`config.mk`:
```
export PLATFORM = sky130hd
export DESIGN_NAME = fetch_queue
export DESIGN_NICKNAME = d
export VERILOG_FILES = /design/src/rtl/fetch_queue.sv
export SDC_FILE = /design/constraint.sdc
export NUM_CORES = 1
export LEC_CHECK = 0
export ABC_AREA = 1
export BUFFER_PORTS_ARGS = -buffer_cell sky130_fd_sc_hd__clkbuf_2
export CAP_MARGIN = 30
export CORE_MARGIN = 4
export CORE_UTILIZATION = 61
export CTS_CLUSTER_DIAMETER = 80
export DETAILED_ROUTE_END_ITERATION = 8
export HOLD_SLACK_MARGIN = 0.06
export PLACE_DENSITY = 0.85
export SLEW_MARGIN = 30
export SYNTH_ARGS = -nofsm -noshare
export SYNTH_HDL_FRONTEND = slang
export SYNTH_SLANG_ARGS = --single-unit
```
`constraint.sdc`:
```
create_clock -name CLK -period 6.7 [get_ports CLK]
set_input_delay 1.34 -clock CLK [delete_from_list [all_inputs] [get_ports CLK]]
set_output_delay 1.34 -clock CLK [all_outputs]
set_load 0.01 [all_outputs]
```
`src/rtl/fetch_queue.sv`:
```
// fetch_queue: fetch stage between the PC stage and decode; 1-cycle imem reads buffered in a DEPTH-entry FIFO.
// Optional `FETCH_BYPASS_EN forwards a returning instruction straight to decode when the queue is empty.
module fetch_queue #(
  parameter int DEPTH = 4,
  parameter int PTR_W = $clog2(DEPTH)
) (
  input  logic        CLK,
  input  logic        RESET,
  input  logic [31:0] PC_ADDRESS,
  output logic        PC_WRITE,
  input  logic        FLUSH,
  output logic [31:0] IMEM_ADDR,
  output logic        IMEM_RDEN,
  input  logic [31:0] IMEM_DOUT,
  output logic [31:0] IR,
  output logic [31:0] IR_PC,
  output logic        IR_VALID,
  input  logic        IR_READY
);

  localparam int CNT_W = PTR_W + 1;
  localparam logic [CNT_W:0] DEPTH_C = (CNT_W + 1)'(DEPTH);

  logic [31:0]      ir_mem [DEPTH];
  logic [31:0]      pc_mem [DEPTH];
  logic [PTR_W-1:0] rd_ptr;
  logic [PTR_W-1:0] wr_ptr;
  logic [CNT_W-1:0] count;
  logic             inflight;
  logic [31:0]      inflight_pc;

  logic             issue;
  logic             head_valid;
  logic             bypass_valid;
  logic             push;
  logic             pop_q;
  logic [CNT_W:0]   credit_used;
  logic             unused_pc_bits;

  assign unused_pc_bits = ^PC_ADDRESS[1:0];

  // Credits count the in-flight read so a returning word always has a free slot.
  assign credit_used = {1'b0, count} + {{CNT_W{1'b0}}, inflight};
  assign issue       = !RESET && !FLUSH && (credit_used < DEPTH_C);

  assign IMEM_ADDR = {PC_ADDRESS[31:2], 2'b00};
  assign IMEM_RDEN = issue;
  assign PC_WRITE  = issue || (FLUSH && !RESET);

  assign head_valid = (count != '0);

`ifdef FETCH_BYPASS_EN
  assign bypass_valid = !head_valid && inflight && !FLUSH && !RESET;
`else
  assign bypass_valid = 1'b0;
`endif

  assign IR_VALID = head_valid || bypass_valid;
  assign pop_q    = head_valid && IR_READY;
  // A bypassed word taken by decode this cycle never enters the queue.
  assign push     = inflight && !FLUSH && !(bypass_valid && IR_READY);

  always_comb begin
    IR    = '0;
    IR_PC = '0;
    if (head_valid) begin
      IR    = ir_mem[rd_ptr];
      IR_PC = pc_mem[rd_ptr];
    end else if (bypass_valid) begin
      IR    = IMEM_DOUT;
      IR_PC = inflight_pc;
    end
  end

  always_ff @(posedge CLK) begin
    if (RESET) begin
      rd_ptr      <= '0;
      wr_ptr      <= '0;
      count       <= '0;
      inflight    <= 1'b0;
      inflight_pc <= '0;
    end else if (FLUSH) begin
      rd_ptr      <= '0;
      wr_ptr      <= '0;
      count       <= '0;
      inflight    <= 1'b0;
      inflight_pc <= '0;
    end else begin
      inflight    <= issue;
      inflight_pc <= IMEM_ADDR;
      if (push)  wr_ptr <= wr_ptr + 1'b1;
      if (pop_q) rd_ptr <= rd_ptr + 1'b1;
      case ({push, pop_q})
        2'b10:   count <= count + 1'b1;
        2'b01:   count <= count - 1'b1;
        default: count <= count;
      endcase
    end
  end

  always_ff @(posedge CLK) begin
    if (push && !RESET) begin
      ir_mem[wr_ptr] <= IMEM_DOUT;
      pc_mem[wr_ptr] <= inflight_pc;
    end
  end

endmodule

```
==> results by group, run 1 <==
Critical path
  • WP depth: 7
  • Reg2reg path depth: 4
  • Worst Setup Start Kind: register
  • Worst EP required: 5360 ps
  • Worst-path fanout max: 63
  • R2r startpoint: inflight
  • R2r setup slk: 4440 ps
  • R2r endpoint: ir_mem[3][5]
  • Critical Path Sink Type: output pin
  • Cell family with most CP delay: buffers and inverters
  • Critical path class: register to output pin
  • Worst endpoint data arrival time: 3040 ps
  • Largest stage delay, worst path: 630 ps
  • CP Cell Sequence: buf_4, inv_2, buf_4, nor2_1, o21ai_1, a21oi_1, clkbuf_2
  • Buf+Inv Stages, Crit Path: 4
  • CP dominant cell by count: buf_4
  • Slowest cell on crit path: buf_4

Power
  • Sw Pwr: 0.721 mW
  • Comb pwr share: 4.0%
  • Internal Power: 2.92 mW
  • Pwr Total: 3.64 mW
  • Sequential share of power: 54.2%
  • Clock share of power: 41.8%
  • Sw frac: 19.8%
  • Maximum VDD drop: 0.000242 V
  • Pwr Density: 282 nW/µm²
  • P_leak: 4.97 nW

Logic synthesis
  • Count of different cell masters after synthesis: 21
  • Post-synthesis area per instance: 12.0 µm²
  • Synthesized cell area: 11200 µm²
  • Area leader, netlist: edfxtp_1
  • Share of the synthesized area in the top cell type: 66.4%
  • Synthesized instance count: 933
  • Sequential share of the synthesized area: 73.6%
  • Number of synthesis warnings: 0
  • FF+latch count, synth: 288
  • Top cells by area, synth: edfxtp_1 66%, nor2_1 9.7%, dfxtp_1 7.1%, o21ai_0 3.0%, a21oi_1 2.9%

Route
  • Pre-antenna DRT Iters: 5
  • Wire per inst: 17.6 µm
  • Residual DRC: 0
  • Total wire length: 23000 µm
  • DR vias/cell: 5.49
  • Vias after detailed routing: 7184
  • Routed Antenna Nets: 0
  • Iteration-0 DRC Markers: 508

Finish
  • Area delta synth->final: 15.3%
  • Layout cell share with drive strength beyond 1: 20.9%
  • Layout Nets: 1131
  • Final non-filler cell total: 1308
  • Diode count: 0
  • Post-route cell area: 12900 µm²
  • Filler cells: 1212

Global routing
  • Largest net degree at the start of global routing: 125
  • Total GRT Usage: 22.0%
  • Vias in the first global route: 7144
  • First-pass GRT wire length: 35500 µm
  • Antenna violations before repair: 0
  • Global route overflow: 0

Placement
  • HPWL Detailed: 12900 µm
  • Post-placement setup slack: 2800 ps
  • Global placer's final weighted congestion: 0.738
  • Placed cell area: 11900 µm²
  • Buffers added on ports: 160
  • Dpl cells: 1253

Timing
  • Final period utilization: 65.4%
  • Max_slew headroom: 44.1%
  • Worst setup margin: 2320 ps
  • Final hold vios: 0
  • Setup TNS: 0 ps
  • RSZ-0062 raised after global routing: no
  • Final setup vio count: 0
  • F_max: 228 MHz
  • Pins Over Slew Limit: 0
  • Clock period minus worst slack: 4380 ps
  • Setup Skew: 5.66 ps
  • Worst Tran Pin Value: 839 ps

Clocking
  • CTS tree: built
  • Clock latency on the worst-skew pair: 520 ps
  • Clock Sink Count: 288
  • TritonCTS buffer count: 28
  • Post-CTS Resized: 0
  • Post-CTS setup buffer count: 0
  • Worst-path clk slew: 60 ps
  • CTS max path bufs: 3
  • Clk root buf: clkbuf_16
  • H-tree depth: 1
  • # hold bufs at CTS: 0

Worst hold path
  • Hold Crit Endpoint: pc_mem[0][16]
  • Hold_sp: inflight_pc[18]
  • Hold WC Path Type: register to register
  • Hold depth: 0

Floorplanning
  • Die span in y: 144 µm
  • Initial Utilization: 62.2%
  • Die X: 144 µm
  • Core area: 18000 µm²
  • Die ar.: 20600 µm²
  • Number of top-level pins: 167
  • Placement Rows: 49

Outcome
  • Status: complete, no violations

Job
  • Max-cap viol count: 0
-- metal layers --
metal / share of wire [%] / global-route usage [%] / up-vias
li1: - / - / 3394
met1: 40 / 28.5 / 3497
met2: 52 / 39.4 / 271
met3: 7.0 / 3.29 / 22
met4: 1.1 / 5.00 / 0
met5: 0 / 0 / -
-- layout make-up --
type                            count  area (µm²)  share of cell area [%]
Clock buffer                       40         807                    6.25
Clock inverter                     12         108                   0.833
Inverter                           52         200                    1.55
Multi-Input combinational cell    513        2270                    17.6
Sequential cell                   288        8250                    63.9
Tap cell                          229         287                    2.22
Timing Repair Buffer              174         993                    7.69
-- Yosys cell counts, drive strengths merged --
cell,n
a21oi,66
buf,56
clkbuf,27
conb,1
dfxtp,40
edfxtp,248
fa,1
ha,5
inv,52
nand2,13
nand3,5
nor2,290
o21ai,128
xnor2,1
-- power groups by stage --
stage | Combinational (mW) | Clock, mW | Sequential, mW
floorplan | 0.0873 | 0 | 2.01
global route | 0.163 | 1.63 | 1.97
finish | 0.147 | 1.52 | 1.97
detailed placement | 0.147 | 0 | 2.01
global placement | 0.140 | 0 | 2.01
CTS | 0.148 | 1.55 | 1.97
-- metrics by stage --
step                hold slack (ps)  util, %
finish                          472     71.7
global route                    489     71.7
CTS                             472     71.2
detailed placement              460     66.1
global placement                448     65.9
floorplan                       438        -
-- sequential cells by signal, summed over array words and instances (netlist names), named ones only --
register and count:
wr_ptr 2, rd_ptr 2, inflight 1, ir_mem 128, pc_mem 120, count 3
inflight_pc 30
-- cells by family after synthesis --
| kind of cell | count (synthesis) | share of synthesized area (%) |
|---|---|---|
| buf+inv | 135 | 6.51 |
| simple gates | 308 | 10.4 |
| compound gates | 194 | 8.66 |
| other cells | 1 | 0.0335 |
| xor+xnor | 1 | 0.0782 |
| fa+ha+maj | 6 | 0.737 |
| flops | 288 | 73.6 |
-- worst max-delay path by stage --
stage,startpoint,slack [ps],endpoint
final,register,2320,IR_PC[27]
after detailed placement,FLUSH,2800,ir_mem[1][0]
after floorplan,FLUSH,1940,ir_mem[0][0]
after CTS,register,2250,IR_PC[27]
after global placement,FLUSH,2830,ir_mem[0][24]
after global routing,register,2150,IR_PC[27]
-- cells in the final DEF, fill, tap and decap left out, drive strengths merged, types with 4 or more instances in the layout --
| cell | count |
|---|---|
| nor2 | 290 |
| clkinv | 9 |
| nand3 | 5 |
| o21ai | 128 |
| edfxtp | 248 |
| ha | 5 |
| conb | 4 |
| buf | 14 |
| a21oi | 66 |
| dfxtp | 40 |
| clkbuf | 200 |
| inv | 52 |
| nand2 | 13 |
No activity file was read; power rests on OpenSTA's default activity.
==> run 2, diff against run 1 <==
CORE_UTILIZATION = 51   (was 61)
PLACE_DENSITY = 0.75   (was 0.85)
clock period = 3.8 ns   (was 6.7 ns; I/O delays follow)
==> run 2 against run 1 <==
Against the previous run:
- clock skew hardly changed
- clock-buffer cell count is 5 lower
- cell count is 3.7% higher
==> results by group, run 2 (synthesis results as in run 1) <==
Outcome
  • Status: complete, no violations

Power
  • Pwr Density: 513 nW/µm² (+82%)
  • P_leak: 5.00 nW (+0.45%)
  • Maximum VDD drop: 0.000382 V (+58%)

Placement
  • Dpl cells: 1304 (+4.1%)
  • HPWL Detailed: 12500 µm (-3.4%)
  • Global placer's final weighted congestion: 0.738 (about the same)
  • Buffers added on ports: 160 (unchanged)
  • Placed cell area: 12000 µm² (+0.76%)

Floorplanning
  • Number of top-level pins: 167 (unchanged)
  • Die span in y: 156 µm (+8.8%)
  • Die X: 156 µm (+8.8%)
  • Placement Rows: 53 (+8.2%)
  • Die ar.: 24400 µm² (+18%)
  • Initial Utilization: 52.7% (-9.5 points)
  • Core area: 21300 µm² (+18%)

Finish
  • Number of flip-flops in the largest register: 128 (unchanged)
  • Most common cell after layout, fill and taps aside: nor2_1
  • Reg with most FFs: ir_mem
  • Util after Layout: 61.1% (-11 points)
  • Area delta synth->final: 16.1%
  • Registers with the most flip-flops: ir_mem: 128 flops, pc_mem: 120 flops, inflight_pc: 30 flops
  • Layout cell share with drive strength beyond 1: 21.2% (+0.33 points)
  • Most frequent cells in the layout: 285 x nor2_1, 248 x edfxtp_1, 160 x clkbuf_2
  • Post-route cell area: 13000 µm² (+0.73%)
  • Layout Nets: 1133 (+0.18%)
  • Final non-filler cell total: 1356 (+3.7%)
  • Diode count: 0 (unchanged)

Timing
  • Final setup vio count: 0 (unchanged)
  • RSZ-0062 raised after global routing: no
  • WHS: 435 ps (-36.9 ps)
  • Setup Skew: 6.10 ps (+0.441 ps)
  • Setup TNS: 0 ps (unchanged)
  • Final hold vios: 0 (unchanged)
  • Pins Over Slew Limit: 0 (unchanged)
  • F_max: 338 MHz
  • Clock period minus worst slack: 2960 ps
  • Worst Tran Pin Value: 856 ps (+17.2 ps)
  • Max_slew headroom: 42.9% (-1.1 points)
  • Final period utilization: 77.9%

Route
  • Routed Antenna Nets: 0 (unchanged)
  • Iteration-0 DRC Markers: 421 (-17%)
  • Pre-antenna DRT Iters: 5 (unchanged)
  • Wire per inst: 16.6 µm (-5.7%)
  • Total wire length: 22400 µm (-2.2%)
  • Vias after detailed routing: 6992 (-2.7%)
  • Residual DRC: 0 (unchanged)
  • DR vias/cell: 5.16 (-6.1%)

Critical path
  • Reg2reg path depth: 13 (+9)
  • Worst Setup Start Kind: register
  • Critical path class: register to output pin
  • Worst endpoint data arrival time: 2200 ps (-840 ps)
  • Worst-path fanout max: 50 (-21%)
  • Critical Path Sink Type: output pin
  • Worst EP required: 3040 ps (-2320 ps)

Clocking
  • CTS tree: built
  • Clk root buf: clkbuf_16
  • Clock latency on the worst-skew pair: 530 ps (about the same)
  • # hold bufs at CTS: 0 (unchanged)
  • TritonCTS buffer count: 28 (unchanged)
  • Worst-path clk slew: 60 ps (about the same)
  • Post-CTS Resized: 0 (unchanged)
  • Clock Sink Count: 288 (unchanged)
  • CTS max path bufs: 3 (unchanged)
  • Post-CTS setup buffer count: 0 (unchanged)
  • H-tree depth: 1 (unchanged)

Global routing
  • Grt met3 use: 3.01% (-0.28 points)
  • Vias in the first global route: 6751 (-5.5%)
  • First-pass GRT wire length: 34400 µm (-3.1%)
  • Antenna violations before repair: 0 (unchanged)
  • Routing usage on met2: 30.5% (-9.0 points)
  • Largest net degree at the start of global routing: 125 (unchanged)
  • Total GRT Usage: 17.8% (-4.1 points)
  • Met1 Usage GRT: 23.7% (-4.8 points)
  • Global route overflow: 0 (unchanged)
  • GR peak layer: met2

Worst hold path
  • Hold WC Path Type: input port to register
  • Hold depth: 3 (+3)

Job
  • Max-cap viol count: 0 (unchanged)
## run 2: cell count changes in the layout (fill, tap and decap cells not counted), sizes merged
cell      change
buf           +2
bufinv        +4
clkbuf        -5
clkinvlp      +1
## run 2: where the power goes
group	switching (mW)	internal, mW
registers	0.0173	3.46
logic	0.170	0.0907
clock network	1.11	1.83
total	1.30	5.38
## run 2: worst max-delay path, cell delays in order, from the launching register on
cell and delay (ps):
dfxtp_4 360, inv_4 390, buf_4 370, o21ai_0 150, a21oi_1 210, clkbuf_2 170
## run 2: routing by layer
metal,part of all wire (%),routed length [µm],vias up
li1,-,-,3406
met1,42,9460,3331
met2,49,11100,209
met3,5.9,1320,46
met4,2.6,582,0
met5,0,0,-
## run 2: path summary, 6_finish.rpt
check / slack (ps) / from / to
setup / recovery: 840 / register / IR[4]
hold / removal: 440 / PC_ADDRESS[27] / inflight_pc[27]
setup reg to reg: 1950 / count[1] / count[2]
hold reg to reg: 470 / inflight_pc[24] / pc_mem[3][22]
## run 2: cell type report
| cell class | count | area [µm²] |
|---|---|---|
| Clock buffer | 35 | 768 |
| Clock inverter | 17 | 233 |
| Fill cell | 1618 | 8270 |
| Inverter | 52 | 198 |
| Multi-Input combinational cell | 513 | 2270 |
| Sequential cell | 288 | 8250 |
| Tap cell | 275 | 344 |
| Timing Repair Buffer | 176 | 946 |
## run 2: metrics by stage
step	worst slack, ps	power, mW
2_1_floorplan	-378	3.69
6_report	841	6.68
3_3_place_gp	1200	3.80
3_5_place_dp	1150	3.81
4_1_cts	804	6.74
5_1_grt	693	6.91
==> run 3, diff against run 2 <==
clock period = 2.7 ns   (was 3.8 ns; I/O delays follow)
==> run 3 against run 2 <==
Against the previous run:
- clock skew grew 3.7 ps
- register-to-register slack got worse by 1200 ps
- clock-buffer cell count increased by 2
- setup slack worse by 780 ps
- cell count is 0.44% higher
- clock power rose by 25%
- core utilization rose by 0.38 points
- die area unchanged
- total power rose by 34%
- sequential power increased by 41%
- critical path type unchanged
- largest cell class unchanged
==> results by group, run 3 (synthesis results as in run 1) <==
Finish
  • Util after Layout: 61.5% (+0.38 points)
  • Area delta synth->final: 16.8%
  • Number of flip-flops in the largest register: 128 (unchanged)
  • Post-route cell area: 13100 µm² (+0.63%)
  • Registers with the most flip-flops: ir_mem: 128 flops, pc_mem: 120 flops, inflight_pc: 30 flops
  • Area of the multi-input gates: 2270 µm² (unchanged)
  • Filler cells: 1579 (-2.4%)
  • Diode count: 0 (unchanged)
  • Reg with most FFs: ir_mem
  • Most common cell after layout, fill and taps aside: nor2_1
  • Layout cell share with drive strength beyond 1: 21.8% (+0.62 points)
  • Layout Nets: 1141 (+0.71%)
  • Most frequent cells in the layout: 285 x nor2_1, 248 x edfxtp_1, 160 x clkbuf_2
  • FF+latch area: 8250 µm² (unchanged)

Timing
  • Final hold vios: 0 (unchanged)
  • Final setup vio count: 0 (unchanged)
  • Setup Skew: 9.80 ps (+3.70 ps)
  • WHS: 219 ps (-216 ps)
  • RSZ-0062 raised after global routing: no
  • Worst Tran Pin Value: 651 ps (-205 ps)
  • F_max: 379 MHz
  • Max_slew headroom: 56.5% (+14 points)
  • Clock period minus worst slack: 2640 ps
  • Final period utilization: 97.6%
  • Setup TNS: 0 ps (unchanged)
  • Pins Over Slew Limit: 0 (unchanged)

Route
  • Total wire length: 22800 µm (+1.6%)
  • Pre-antenna DRT Iters: 4 (-1)
  • Iteration-0 DRC Markers: 585 (+39%)
  • Vias after detailed routing: 7049 (+0.82%)
  • Residual DRC: 0 (unchanged)
  • Routed Antenna Nets: 0 (unchanged)
  • DR vias/cell: 5.18 (+0.37%)
  • Wire per inst: 16.7 µm (+1.1%)

Floorplanning
  • Core area: 21300 µm² (unchanged)
  • Die span in y: 156 µm (unchanged)
  • Die ar.: 24400 µm² (unchanged)
  • Number of top-level pins: 167 (unchanged)
  • Initial Utilization: 52.7% (unchanged)
  • Die X: 156 µm (unchanged)
  • Placement Rows: 53 (unchanged)

Clocking
  • # hold bufs at CTS: 0 (unchanged)
  • Worst-path clk slew: 60 ps (about the same)
  • CTS tree: built
  • CTS max path bufs: 3 (unchanged)
  • Clk root buf: clkbuf_16
  • TritonCTS buffer count: 28 (unchanged)
  • H-tree depth: 1 (unchanged)
  • Clock latency on the worst-skew pair: 520 ps (about the same)
  • Clock Sink Count: 288 (unchanged)

Global routing
  • First-pass GRT wire length: 34800 µm (+1.1%)
  • Antenna violations before repair: 0 (unchanged)
  • Global route overflow: 0 (unchanged)
  • Vias in the first global route: 6783 (+0.47%)
  • Largest net degree at the start of global routing: 67 (-46%)
  • Total GRT Usage: 18.0% (+0.14 points)

Worst hold path
  • Hold depth: 3 (unchanged)
  • Hold WC Path Type: input port to register

Critical path
  • Critical Path Sink Type: output pin
  • Worst endpoint data arrival time: 2100 ps (-100 ps)
  • Largest stage delay, worst path: 360 ps (-30 ps)
  • CP Cell Sequence: inv_1, nand2_1, inv_4, buf_12, a21oi_1, clkbuf_2
  • Buf+Inv Stages, Crit Path: 4 (+1)
  • Slowest cell on crit path: dfxtp_1
  • Worst EP required: 2160 ps (-880 ps)
  • Worst Setup Start Kind: register
  • Worst-path fanout max: 27 (-46%)
  • Reg2reg path depth: 13 (unchanged)
  • Critical path class: register to output pin
  • WP depth: 6 (+1)
  • Cell family with most CP delay: buffers and inverters

Power
  • Clock share of power: 41.2% (-2.9 points)
  • P_leak: 5.05 nW (+1.0%)
  • Comb pwr share: 4.3% (+0.4 points)
  • Sequential share of power: 54.5% (+2.5 points)
  • Pwr Density: 685 nW/µm² (+34%)
  • Sw Pwr: 1.79 mW (+38%)
  • Maximum VDD drop: 0.000567 V (+49%)
  • Sw frac: 19.9% (+0.47 points)
  • Internal Power: 7.19 mW (+34%)

Placement
  • HPWL Detailed: 13200 µm (+5.3%)
  • Placed cell area: 12200 µm² (+1.1%)
  • Buffers added on ports: 160 (unchanged)
  • Global placer's final weighted congestion: 0.745 (+0.87%)

Job
  • Max-cap viol count: 0 (unchanged)

Outcome
  • Status: complete, no violations
## run 3: power by group through the flow
stage	clock [mW]	combinational [mW]	sequential, mW
4_1_cts	3.76	0.390	4.89
3_5_place_dp	0	0.385	4.99
5_1_grt	3.95	0.430	4.89
3_3_place_gp	0	0.378	4.98
6_report	3.70	0.388	4.89
2_1_floorplan	0	0.217	4.98
## run 3: layer usage
| layer | share of wire [%] | up-vias | routed length [µm] | GRT usage, % |
|---|---|---|---|---|
| li1 | - | 3420 | - | - |
| met1 | 42 | 3361 | 9520 | 23.8 |
| met2 | 50 | 229 | 11400 | 31.0 |
| met3 | 6.5 | 39 | 1490 | 2.99 |
| met4 | 1.8 | 0 | 420 | 5.00 |
| met5 | 0 | - | 0 | 0 |
## run 3: worst reg2reg max path, delay by kind of cell (launching register included)
kind | cells | cell delay (ps)
adders and majority gates | 2 | 560
buffers and inverters | 4 | 330
DFF | 1 | 360
and+or+nand+nor | 7 | 590
## run 3: final timing paths
check	from	to	slack, ps
max	count[1]	IR_PC[30]	60
min	PC_ADDRESS[17]	inflight_pc[17]	220
max reg2reg	count[1]	count[2]	770
min reg2reg	inflight_pc[25]	pc_mem[2][23]	470
## run 3: stage by stage
| step | instances | setup slack (ps) | power, mW |
|---|---|---|---|
| 3_3_place_gp | 1309 | 460 | 5.36 |
| 5_1_grt | 1362 | 9.71 | 9.27 |
| 3_5_place_dp | 1309 | 441 | 5.37 |
| 6_report | 1362 | 63.5 | 8.98 |
| 2_1_floorplan | 936 | -269 | 5.20 |
| 4_1_cts | 1360 | 29.4 | 9.04 |
## run 3: layout make-up
cell class	instances	share of cell area, %
tap	275	2.63
clock inverter	13	0.659
timing repair buffer	184	8.59
sequential	288	63.0
clock buffer	37	6.16
inverter	52	1.59
multi-input combinational	513	17.4
## run 3: what timing repair did
action | CTS | global route
setup buffers | 1 | 2
resized for setup | 3 | 5
pin swaps | 0 | 0
endpoints found under the setup margin | 17 | 28
